===== src/rtl/ig_pkg.sv =====
// Shared definitions for the image-gradient sequencer: FSM states,
// frame geometry, gradient widths and the pixel-difference helper.
package ig_pkg;

    typedef enum logic [2:0] {
        ST_IDLE  = 3'd0,
        ST_FILL  = 3'd1,
        ST_RUN   = 3'd2,
        ST_FLUSH = 3'd3,
        ST_DONE  = 3'd4
    } ig_state_e;

    localparam int IMG_W   = 256;     // width and height in pixels
    localparam int NUM_PIX = 65536;   // pixels per frame
    localparam int GRAD_W  = 20;      // packed {Gx, Gy}
    localparam int G_W     = 10;      // width of each gradient component

    // Difference of two unsigned pixels, both zero-extended before the subtract
    function automatic logic [G_W-1:0] pix_diff(input logic [7:0] a, input logic [7:0] b);
        pix_diff = {2'b00, a} - {2'b00, b};
    endfunction

endpackage


===== src/rtl/ig_line_buf.sv =====
// One-row pixel delay line plus a 1-entry skid register.
// Tap 0 is the pixel presented this cycle (skid first, then the memory
// return); 256 stored stages hold taps 1..256, so tap 256 is the pixel one
// row above tap 0 and tap 255 is its right-hand neighbour.
// The delay line is not reset: FILL overwrites every stage before use.
module ig_line_buf
    import ig_pkg::*;
(
    input  logic       clk,
    input  logic       reset,
    input  logic       i_px_v,      // memory return valid this cycle
    input  logic [7:0] i_px,        // memory return data
    input  logic       i_shift_en,  // consume tap 0 and shift the line
    output logic       o_src_v,     // a pixel is available at tap 0
    output logic [7:0] o_src_px,    // tap 0
    output logic [7:0] o_tap255,
    output logic [7:0] o_tap256
);

    logic       r_skid_v;
    logic [7:0] r_skid_px;
    logic [7:0] r_line [0:IMG_W-1];

    assign o_src_v  = r_skid_v | i_px_v;
    assign o_src_px = r_skid_v ? r_skid_px : i_px;
    assign o_tap255 = r_line[IMG_W-2];
    assign o_tap256 = r_line[IMG_W-1];

    // Skid register: park a returning pixel that cannot be consumed this cycle
    always_ff @(posedge clk or posedge reset) begin
        if (reset) begin
            r_skid_v  <= 1'b0;
            r_skid_px <= 8'd0;
        end else if (i_shift_en) begin
            r_skid_v  <= r_skid_v & i_px_v;
            r_skid_px <= i_px;
        end else if (i_px_v) begin
            r_skid_v  <= 1'b1;
            r_skid_px <= i_px;
        end else begin
            r_skid_v  <= r_skid_v;
            r_skid_px <= r_skid_px;
        end
    end

    // Delay line: shift tap 0 in whenever a pixel is consumed
    always_ff @(posedge clk) begin
        if (i_shift_en) begin
            r_line[0] <= o_src_px;
            for (int i = 1; i < IMG_W; i++) begin
                r_line[i] <= r_line[i-1];
            end
        end
    end

endmodule


===== src/rtl/ig_seq_ctrl.sv =====
// Frame sequencer for a 256x256 forward-difference gradient.
// Reads the image in raster order, delays it by one row, and writes
// {Gx, Gy} per pixel with valid/ready backpressure on the write side.
// FLUSH keeps the read counter running through 256 "virtual" reads that
// return zero, so row 255 drains with the same timing as every other row.
// Optional: define IG_PERF_CNT_EN to add the stall_cnt output.
module ig_seq_ctrl #(
    parameter int IMG_W = 256,
    parameter int AW    = 16
) (
    input  logic                       clk,
    input  logic                       reset,
    input  logic                       start,
    output logic                       img_rd,
    output logic [AW-1:0]              img_addr,
    input  logic [7:0]                 img_di,
    output logic                       grad_wr,
    input  logic                       grad_ready,
    output logic [AW-1:0]              grad_addr,
    output logic [ig_pkg::GRAD_W-1:0]  grad_do,
    output logic                       busy,
`ifdef IG_PERF_CNT_EN
    output logic [15:0]                stall_cnt,
`endif
    output logic                       done
);
    import ig_pkg::*;

    localparam int            CW        = AW + 1;
    localparam logic [CW-1:0] FILL_LAST = CW'(IMG_W - 1);
    localparam logic [CW-1:0] RD_LAST   = CW'(NUM_PIX - 1);
    localparam logic [CW-1:0] FLUSH_END = CW'(NUM_PIX + IMG_W);
    localparam logic [CW-1:0] ROW_OFS   = CW'(IMG_W);
    localparam logic [AW-1:0] ADDR_LAST = AW'(NUM_PIX - 1);

    ig_state_e         r_state;
    ig_state_e         w_state_n;
    logic              r_busy;
    logic              r_done;
    logic [CW-1:0]     r_rd_cnt;     // next read index, real then virtual
    logic [CW-1:0]     r_cons_cnt;   // index of the pixel at tap 0
    logic              r_px_v;       // a read was issued last cycle
    logic              r_px_virt;    // ...and it was a virtual (flush) read
    logic              r_grad_wr;
    logic [AW-1:0]     r_grad_addr;
    logic [GRAD_W-1:0] r_grad_do;

    logic              w_stall;
    logic              w_accept;
    logic              w_rd_en;
    logic              w_issue;
    logic              w_start_ok;
    logic              w_src_v;
    logic              w_shift;
    logic              w_emit;
    logic              w_last_col;
    logic              w_flush_px;
    logic [7:0]        w_px_in;
    logic [7:0]        w_src_px;
    logic [7:0]        w_tap255;
    logic [7:0]        w_tap256;
    logic [G_W-1:0]    w_gx;
    logic [G_W-1:0]    w_gy;
    logic [AW-1:0]     w_waddr;

    // A held write blocks everything upstream; reads stop in the same cycle
    // so the single skid entry is enough to absorb the in-flight pixel.
    assign w_stall    = r_grad_wr & ~grad_ready;
    assign w_accept   = r_grad_wr & grad_ready;
    assign w_issue    = w_rd_en & ~w_stall;
    assign w_start_ok = start & ((r_state == ST_IDLE) | (r_state == ST_DONE));

    assign img_rd     = w_issue & ~r_rd_cnt[CW-1];
    assign img_addr   = r_rd_cnt[AW-1:0];
    assign grad_wr    = r_grad_wr;
    assign grad_addr  = r_grad_addr;
    assign grad_do    = r_grad_do;
    assign busy       = r_busy;
    assign done       = r_done;

    assign w_px_in    = r_px_virt ? 8'd0 : img_di;
    assign w_shift    = w_src_v & ~w_stall;
    assign w_emit     = w_shift & (r_cons_cnt >= ROW_OFS);
    assign w_last_col = (r_cons_cnt[7:0] == 8'hFF);
    assign w_flush_px = r_cons_cnt[CW-1];
    assign w_gx       = w_last_col ? {G_W{1'b0}} : pix_diff(w_tap255, w_tap256);
    assign w_gy       = w_flush_px ? {G_W{1'b0}} : pix_diff(w_src_px, w_tap256);
    assign w_waddr    = r_cons_cnt[AW-1:0] - ROW_OFS[AW-1:0];

    ig_line_buf u_line_buf (
        .clk        (clk),
        .reset      (reset),
        .i_px_v     (r_px_v),
        .i_px       (w_px_in),
        .i_shift_en (w_shift),
        .o_src_v    (w_src_v),
        .o_src_px   (w_src_px),
        .o_tap255   (w_tap255),
        .o_tap256   (w_tap256)
    );

    // Read enable: real reads in FILL/RUN, virtual zero reads in FLUSH
    always_comb begin
        w_rd_en = 1'b0;
        case (r_state)
            ST_FILL,
            ST_RUN:   w_rd_en = 1'b1;
            ST_FLUSH: w_rd_en = (r_rd_cnt != FLUSH_END);
            default:  w_rd_en = 1'b0;
        endcase
    end

    // Next-state logic
    always_comb begin
        w_state_n = r_state;
        case (r_state)
            ST_IDLE: begin
                if (start) w_state_n = ST_FILL;
                else       w_state_n = ST_IDLE;
            end
            ST_FILL: begin
                if (w_issue && (r_rd_cnt == FILL_LAST)) w_state_n = ST_RUN;
                else                                    w_state_n = ST_FILL;
            end
            ST_RUN: begin
                if (w_issue && (r_rd_cnt == RD_LAST)) w_state_n = ST_FLUSH;
                else                                  w_state_n = ST_RUN;
            end
            ST_FLUSH: begin
                if (w_accept && (r_grad_addr == ADDR_LAST)) w_state_n = ST_DONE;
                else                                        w_state_n = ST_FLUSH;
            end
            ST_DONE: begin
                if (start) w_state_n = ST_FILL;
                else       w_state_n = ST_DONE;
            end
            default: w_state_n = ST_IDLE;
        endcase
    end

    // State register with registered busy/done decoded from the next state
    always_ff @(posedge clk or posedge reset) begin
        if (reset) begin
            r_state <= ST_IDLE;
            r_busy  <= 1'b0;
            r_done  <= 1'b0;
        end else begin
            r_state <= w_state_n;
            r_busy  <= (w_state_n == ST_FILL) | (w_state_n == ST_RUN) | (w_state_n == ST_FLUSH);
            r_done  <= (w_state_n == ST_DONE);
        end
    end

    // Read/consume counters and the one-cycle memory return tracker
    always_ff @(posedge clk or posedge reset) begin
        if (reset) begin
            r_rd_cnt   <= {CW{1'b0}};
            r_cons_cnt <= {CW{1'b0}};
            r_px_v     <= 1'b0;
            r_px_virt  <= 1'b0;
        end else begin
            r_px_v    <= w_issue;
            r_px_virt <= r_rd_cnt[CW-1];
            if (w_start_ok) begin
                r_rd_cnt   <= {CW{1'b0}};
                r_cons_cnt <= {CW{1'b0}};
            end else begin
                if (w_issue) r_rd_cnt   <= r_rd_cnt + {{(CW-1){1'b0}}, 1'b1};
                else         r_rd_cnt   <= r_rd_cnt;
                if (w_shift) r_cons_cnt <= r_cons_cnt + {{(CW-1){1'b0}}, 1'b1};
                else         r_cons_cnt <= r_cons_cnt;
            end
        end
    end

    // Gradient output register: load on emit, hold while stalled
    always_ff @(posedge clk or posedge reset) begin
        if (reset) begin
            r_grad_wr   <= 1'b0;
            r_grad_addr <= {AW{1'b0}};
            r_grad_do   <= {GRAD_W{1'b0}};
        end else if (w_stall) begin
            r_grad_wr   <= r_grad_wr;
            r_grad_addr <= r_grad_addr;
            r_grad_do   <= r_grad_do;
        end else if (w_emit) begin
            r_grad_wr   <= 1'b1;
            r_grad_addr <= w_waddr;
            r_grad_do   <= {w_gx, w_gy};
        end else begin
            r_grad_wr   <= 1'b0;
            r_grad_addr <= r_grad_addr;
            r_grad_do   <= r_grad_do;
        end
    end

`ifdef IG_PERF_CNT_EN
    logic [15:0] r_stall_cnt;

    assign stall_cnt = r_stall_cnt;

    // Saturating count of cycles with a write held by the memory
    always_ff @(posedge clk or posedge reset) begin
        if (reset) begin
            r_stall_cnt <= 16'd0;
        end else if (w_start_ok) begin
            r_stall_cnt <= 16'd0;
        end else if (w_stall && (r_stall_cnt != 16'hFFFF)) begin
            r_stall_cnt <= r_stall_cnt + 16'd1;
        end else begin
            r_stall_cnt <= r_stall_cnt;
        end
    end
`endif

endmodule


===== config.mk =====
export PLATFORM = sky130hd
export DESIGN_NAME = ig_seq_ctrl
export DESIGN_NICKNAME = d
export VERILOG_FILES = /design/src/rtl/ig_pkg.sv /design/src/rtl/ig_line_buf.sv /design/src/rtl/ig_seq_ctrl.sv
export SDC_FILE = /design/constraint.sdc
export NUM_CORES = 1
export LEC_CHECK = 0
export BUFFER_PORTS_ARGS = -buffer_cell sky130_fd_sc_hd__buf_2
export CAP_MARGIN = 20
export CORE_MARGIN = 4
export CORE_UTILIZATION = 45
export DETAILED_ROUTE_END_ITERATION = 10
export SLEW_MARGIN = 5
export SYNTH_ARGS = -nofsm -noshare
export SYNTH_HDL_FRONTEND = slang
export SYNTH_SLANG_ARGS = --single-unit

===== constraint.sdc =====
create_clock -name clk -period 52 [get_ports clk]
set_input_delay 10.4 -clock clk [delete_from_list [all_inputs] [get_ports clk]]
set_output_delay 10.4 -clock clk [all_outputs]
set_load 0.005 [all_outputs]

==> results of run 1 <==
sequential cells by signal, summed over array words and instances (netlist names):
| register | count |
|---|---|
| r_state | 3 |
| r_px_v | 1 |
| r_rd_cnt | 17 |
| u_line_buf.r_skid_v | 1 |
| u_line_buf.r_skid_px | 8 |
| done | 1 |
| busy | 1 |
| r_cons_cnt | 17 |
| r_px_virt | 1 |
| u_line_buf.r_line | 2048 |
| grad_do | 18 |
| grad_wr | 1 |
| grad_addr | 16 |
synthesized netlist by cell type, drive strengths merged, types with 2 or more instances:
master      n
a2111oi     3
a211oi      2
a21o        3
a21oi      11
and2        5
and3        3
and4        2
buf        30
clkbuf     10
dfrtp      85
edfxtp   2048
fa          2
ha         24
inv        27
mux2        5
mux2i       4
nand2      72
nand2b     12
nand3      13
nand3b      3
nand4      14
nor2       36
nor2b       7
nor3       15
nor3b       5
nor4        6
nor4b       2
o2111a      2
o211ai      6
o21a        5
o21ai      38
o31a        2
o31ai      20
o41ai       7
or3         4
or4         6
xnor2      16
xor2       13
how the worst max path moves through the flow:
stage                              endpoint  cells after the start        from
CTS                                  img_rd                      6  grad_ready
global placement                     img_rd                      6  grad_ready
detailed placement                   img_rd                      6  grad_ready
floorplan           u_line_buf.r_line[0][0]                      3  grad_ready
global route                         img_rd                      6  grad_ready
finish                               img_rd                      6  grad_ready
final cells by class:
| type | count | area (sq um) |
|---|---|---|
| Fill cell | 11000 | 71000 |
| Clock inverter | 111 | 958 |
| Timing Repair Buffer | 92 | 598 |
| Sequential cell | 2133 | 63600 |
| Inverter | 27 | 105 |
| Tap cell | 1917 | 2400 |
| Multi-Input combinational cell | 378 | 2470 |
| Clock buffer | 240 | 5070 |
through the flow:
stage,total power (W),setup WS (ns)
floorplan,0.00271,9.76
global placement,0.00234,29.81
detailed placement,0.00235,29.88
CTS,0.00370,29.86
global route,0.00381,29.73
finish,0.00365,29.81
cell families (layout without fill, tap and decap cells):
kind of cell               after synthesis  in the layout  share of synthesized area, %
AOI/OAI and AO/OA                      105            105                          1.05
xor gates and xnor gates                29             29                         0.382
adders and majority gates               27             27                         0.527
buffers and inverters                   67            470                         0.563
DFF                                   2133           2133                          95.7
muxes                                    9              9                         0.173
and+or+nand+nor                        208            208                          1.59
routing by layer:
metal / part of all wire (%) / vias up / wire length (microns) / global-route usage [%]
met5: 0 / - / 0 / 0
met4: 3.1 / 0 / 2460 / 4.65
met3: 4.3 / 194 / 3410 / 2.49
met2: 41 / 424 / 32900 / 13.5
met1: 52 / 12100 / 41400 / 16.1
li1: - / 10800 / - / -
report_power, final:
part | internal [W] | switching, W | total, W
sequential | 0.00208 | 0.0000422 | 0.00212
clock | 0.000749 | 0.000584 | 0.00133
combinational | 0.0000303 | 0.000160 | 0.000190
total | 0.00286 | 0.000786 | 0.00365
critical path: stages:
cell and delay, ns:
buf_2 0.12, nor2b_1 0.40, nor3_1 0.19, o21ai_2 0.43
nor2_1 0.07, buf_2 0.17
layout by cell type (no fill, tap or decap), drive strengths merged, types with 3 or more instances in the layout:
cell,Yosys,routed
o31ai,20,20
bufinv,0,11
or3,4,4
buf,30,92
nand4,14,14
mux2i,4,4
and3,3,3
clkinvlp,0,6
nor3b,5,5
o21ai,38,38
clkinv,0,89
nor4,6,6
nand2b,12,12
a2111oi,3,3
a21oi,11,11
nand3,13,13
or4,6,6
edfxtp,2048,2048
nor3,15,15
a21o,3,3
xor2,13,13
clkbuf,10,240
nand3b,3,3
ha,24,24
o211ai,6,6
mux2,5,5
and2,5,5
nand2,72,72
xnor2,16,16
inv,27,32
dfrtp,85,85
o21a,5,5
nor2,36,36
o41ai,7,7
nor2b,7,7
==> flow_summary_export.csv, run 1 <==
group,metric,value,unit
outcome,status,"complete, no violations",
floorplanning,dieArea,154000,sq um
timing,slew_viol_final,0,
synth,synth_nets,2616,
route,ant_nets,0,
worst_setup_path,reg2reg_from,"u_line_buf.r_skid_v",
final_layout,antenna_cells,0,
route,drt_wl_total,80200,microns
place,hpwl,34600,microns
power_and_ir_drop,powerDensity,48.5,nW/um^2
worst_setup_path,r2r-end,"u_line_buf.r_line[1][188]",
synth,synth_cells,2578,
floorplanning,die_x,392,microns
clock_network,cts_tree,"built",
timing,hold_viol_final,0,
worst_setup_path,cp.arrival,11.79,ns
route,vias,23500,
synth,synthArstFlopShare,3.98,%
worst_setup_path,worstPathMaxFanout,28,
timing,rsz0062_at_grt,"no",
clock_network,cts_setup_buffers,0,
timing,slew_headroom,18.3,%
floorplanning,core-area,146000,sq um
final_layout,stdcell_area,75200,sq um
synth,ys_warn_count,0,
timing,fmax,45.1,MHz
clock_network,clkSlewWorstSetupHoldPaths,0.06,ns
synth,ys_top_cells_by_area,"edfxtp_1 (93%), dfrtp_1 (3.2%), ha_1 (0.45%)",
synth,yosys_most_used_dff,"edfxtp_1",
final_layout,areaGrowthSynthToFinish,13.2,%
route,drcViolationCount,0,
place,place.gp.congestion,0.810,
worst_setup_path,r2r_cells,7,
job,drv_cap,0,
synth,synth-edff-count,2048,
floorplanning,start_util,45.4,%
route,drt_iter0_markers,2112,
power_and_ir_drop,ir_drop,35.1,uV
final_layout,final_util,51.4,%
timing,clock_skew,0.0335,ns
clock_network,cts_max_path_buffers,3,
timing,tightest_slew,1.23,ns
floorplanning,row_count,140,
worst_setup_path,endpoint_kind,"output pin",
grt,grt_start_max_net_pins,228,
grt,antenna_found_initial,0,
synth,synth-seq-area-share,95.7,%
timing,min_period,22.19,ns
timing,finalSetupTns,0,ns
worst_hold_path,whs_endpoint,"u_line_buf.r_line[1][15]",
synth,synth_area_leader_cell,"edfxtp_1",
timing,setup_viol_count_final,0,
clock_network,cts_hold_buf,0,
place,post_dp_cell_area,69100,sq um
synth,syn_area_per_cell,25.8,sq um
clock_network,htreeDepth,4,
final_layout,nNetsFinal,2864,
worst_setup_path,path_class,"in2out",
timing,hold_ws,0.399,ns
synth,synth-seq-cells,2133,
route,wl_per_cell,16.4,microns
worst_setup_path,reg2reg_slack,45.50,ns
clock_network,cts_resized,0,
route,via_per_inst,4.80,
power_and_ir_drop,p_leak,20.8,nW
synth,synth.top_cell.area_share,92.5,%
grt,grt_pass1_wl,128000,microns
grt,grt_pass1_vias,23000,
worst_setup_path,required,41.60,ns
clock_network,cts_inserted_buffers,194,
timing,period_share,42.7,%
worst_hold_path,hold_path.class,"reg2reg",
floorplanning,ioPinCount,68,
synth,yosysUniqueCellTypes,57,
worst_hold_path,min_from,"u_line_buf.r_line[1][7]",
place,dp.cells,4544,
route,drtPass1Iterations,5,
synth,synth_area,66500,sq um
clock_network,clock_sinks,2133,
final_layout,stdcell_count,4898,
clock_network,clock_latency,0.78,ns
worst_setup_path,startpoint_type,"input port",
place,portBuffers,67,
floorplanning,die_y,392,microns
clock_network,cts.root.buffer_cell,"clkbuf_16",
final_layout,drive_above_1_share,12.1,%
grt,grt_overflow,0,
grt,grtUsageTotal,10.2,%
worst_hold_path,whs_path_depth,0,
No activity file was read; power rests on OpenSTA's default activity.
==> run 2: changes to the inputs <==
==> constraint.sdc (replaced) <==
create_clock -name clk -period 22 [get_ports clk]
set_input_delay 4.4 -clock clk [delete_from_list [all_inputs] [get_ports clk]]
set_output_delay 4.4 -clock clk [all_outputs]
set_load 0.005 [all_outputs]
==> run 2 against run 1 <==
Against the previous run: total power rose by 140%; critical path depth did not move; hold slack improved by 0.0014 ns; via count rose by 0.43%; flip-flop and latch count did not move; global-route usage rose by 0.24 points; sequential share of layout area barely moved; worst setup slack got worse by 18 ns; register-to-register slack got worse by 30 ns; highest routed layer unchanged.
==> flow_summary_export.csv, run 2 (synthesis gave the netlist of run 1 again) <==
group,metric,value,unit
timing,hold_viol_final,0,
timing,fin_ws,11.74,ns
timing,finalSetupTns,0,ns
outcome,status,"complete, no violations",
floorplanning,die_y,392,microns
clock_network,clock_latency,0.79,ns
power_and_ir_drop,internal-power,0.00675,W
grt,grt_pass1_vias,23100,
power_and_ir_drop,powerDensity,115,nW/um^2
clock_network,cts_hold_buf,0,
final_layout,nNetsFinal,2865,
timing,min_period,10.26,ns
route,wl_per_cell,16.7,microns
timing,rsz0062_at_grt,"no",
route,drt_iter0_markers,2178,
floorplanning,core-area,146000,sq um
floorplanning,die_x,392,microns
route,drt_wl_total,81900,microns
timing,fmax,97.4,MHz
clock_network,clock_sinks,2133,
clock_network,cts_inserted_buffers,195,
worst_hold_path,hold_path.class,"reg2reg",
floorplanning,row_count,140,
floorplanning,ioPinCount,68,
place,hpwl,36100,microns
timing,setup_viol_count_final,0,
final_layout,layout_commonest_cell,"edfxtp_1",
place,place.gp.congestion,0.822,
power_and_ir_drop,netSwitchingPower,0.00187,W
route,via_per_inst,4.82,
floorplanning,dieArea,154000,sq um
power_and_ir_drop,sw_frac_of_total,21.7,%
clock_network,cts_tree,"built",
worst_setup_path,required,17.60,ns
grt,antenna_found_initial,0,
grt,grt_start_max_net_pins,208,
worst_setup_path,path_class,"in2out",
clock_network,clkSlewWorstSetupHoldPaths,0.06,ns
clock_network,htreeDepth,4,
route,vias,23600,
worst_setup_path,endpoint_kind,"output pin",
clock_network,cts_max_path_buffers,3,
final_layout,most-common-layout-cells,"edfxtp_1 (2048), clkbuf_16 (197), dfrtp_1 (85), nand2_1 (72), buf_2 (67)",
timing,period_share,46.6,%
final_layout,largest_reg_flops,2048,
job,drv_cap,0,
final_layout,areaGrowthSynthToFinish,13.2,%
place,portBuffers,67,
timing,slew_viol_final,0,
worst_setup_path,startpoint_type,"input port",
timing,slew_headroom,27.7,%
worst_setup_path,cp.arrival,5.86,ns
timing,clock_skew,0.0202,ns
final_layout,largest_register,"u_line_buf.r_line",
grt,grt_overflow,0,
grt,grt_pass1_wl,129000,microns
power_and_ir_drop,power_frac_seq,58.2,%
power_and_ir_drop,p_comb_share,5.3,%
grt,grtUsageTotal,10.5,%
route,ant_nets,0,
final_layout,drive_above_1_share,12.3,%
final_layout,antenna_cells,0,
power_and_ir_drop,p_leak,20.8,nW
clock_network,cts.root.buffer_cell,"clkbuf_16",
clock_network,cts_setup_buffers,0,
floorplanning,start_util,45.4,%
power_and_ir_drop,clock_power_share,36.6,%
timing,tightest_slew,1.07,ns
route,drcViolationCount,0,
place,post_dp_cell_area,69200,sq um
worst_setup_path,worstPathMaxFanout,28,
power_and_ir_drop,ir_drop,79.6,uV
final_layout,stdcell_area,75300,sq um
route,drtPass1Iterations,5,
place,place_worst_setup_slack,11.71,ns
clock_network,cts_resized,0,
==> run 2: changes by cell type in the layout (fill, tap and decap cells not counted), moves of 2 or more <==
cell,change
bufinv_16,-2
inv_6,+2
buf_12,+2
clkinv_16,+2
clkbuf_1,+9
clkinvlp_4,+3
clkinv_1,-9
inv_16,-3
==> run 2: metrics by stage <==
step	cells	power [W]	hold WS (ns)	util, %
6_report	4902	0.00862	0.400	51.5
4_1_cts	4899	0.00875	0.393	51.4
2_1_floorplan	2578	0.00641	0.400	-
5_1_grt	4902	0.00900	0.401	51.5
3_5_place_dp	4544	0.00556	0.405	47.3
3_3_place_gp	4544	0.00553	0.402	47.3
==> run 2: cell type report <==
class,instances,area (sq um)
Fill cell,11000,71000
Sequential cell,2133,63600
Clock buffer,250,5130
Multi-Input combinational cell,378,2490
Tap cell,1917,2400
Clock inverter,105,913
Timing Repair Buffer,92,606
Inverter,27,105
==> run 2: power groups by stage <==
stage          Sequential (W)  Clock [W]  Combinational [W]
2_1_floorplan         0.00607          0           0.000340
6_report              0.00502    0.00315           0.000453
5_1_grt               0.00504    0.00346           0.000507
3_3_place_gp          0.00509          0           0.000436
4_1_cts               0.00502    0.00327           0.000460
3_5_place_dp          0.00509          0           0.000465
==> run 2: worst max-delay path: stages <==
cell     delay [ns]
buf_2          0.12
nor2b_1        0.40
nor3_1         0.15
o21ai_2        0.42
nor2_1         0.17
buf_2          0.19
==> run 2: metal layers <==
| layer | track usage [%] | routed length [microns] |
|---|---|---|
| met1 | 16.4 | 42400 |
| met2 | 13.9 | 33700 |
| met3 | 2.84 | 3620 |
| met4 | 4.25 | 2140 |
| met5 | 0 | 0 |
==> run 2: path summary, 6_finish.rpt <==
check                                           from                   endpoint  slack [ns]  depth (start not counted)
max                                       grad_ready                     img_rd       11.74                          6
min                        u_line_buf.r_line[1][150]  u_line_buf.r_line[1][158]        0.40                          0
max reg2reg                      u_line_buf.r_skid_v  u_line_buf.r_line[1][171]       15.68                          7
min reg2reg                u_line_buf.r_line[1][150]  u_line_buf.r_line[1][158]        0.40                          0
max in group asynchronous                      reset                r_rd_cnt[9]       17.60                          4
min in group asynchronous                      reset              grad_addr[10]        3.75                          3
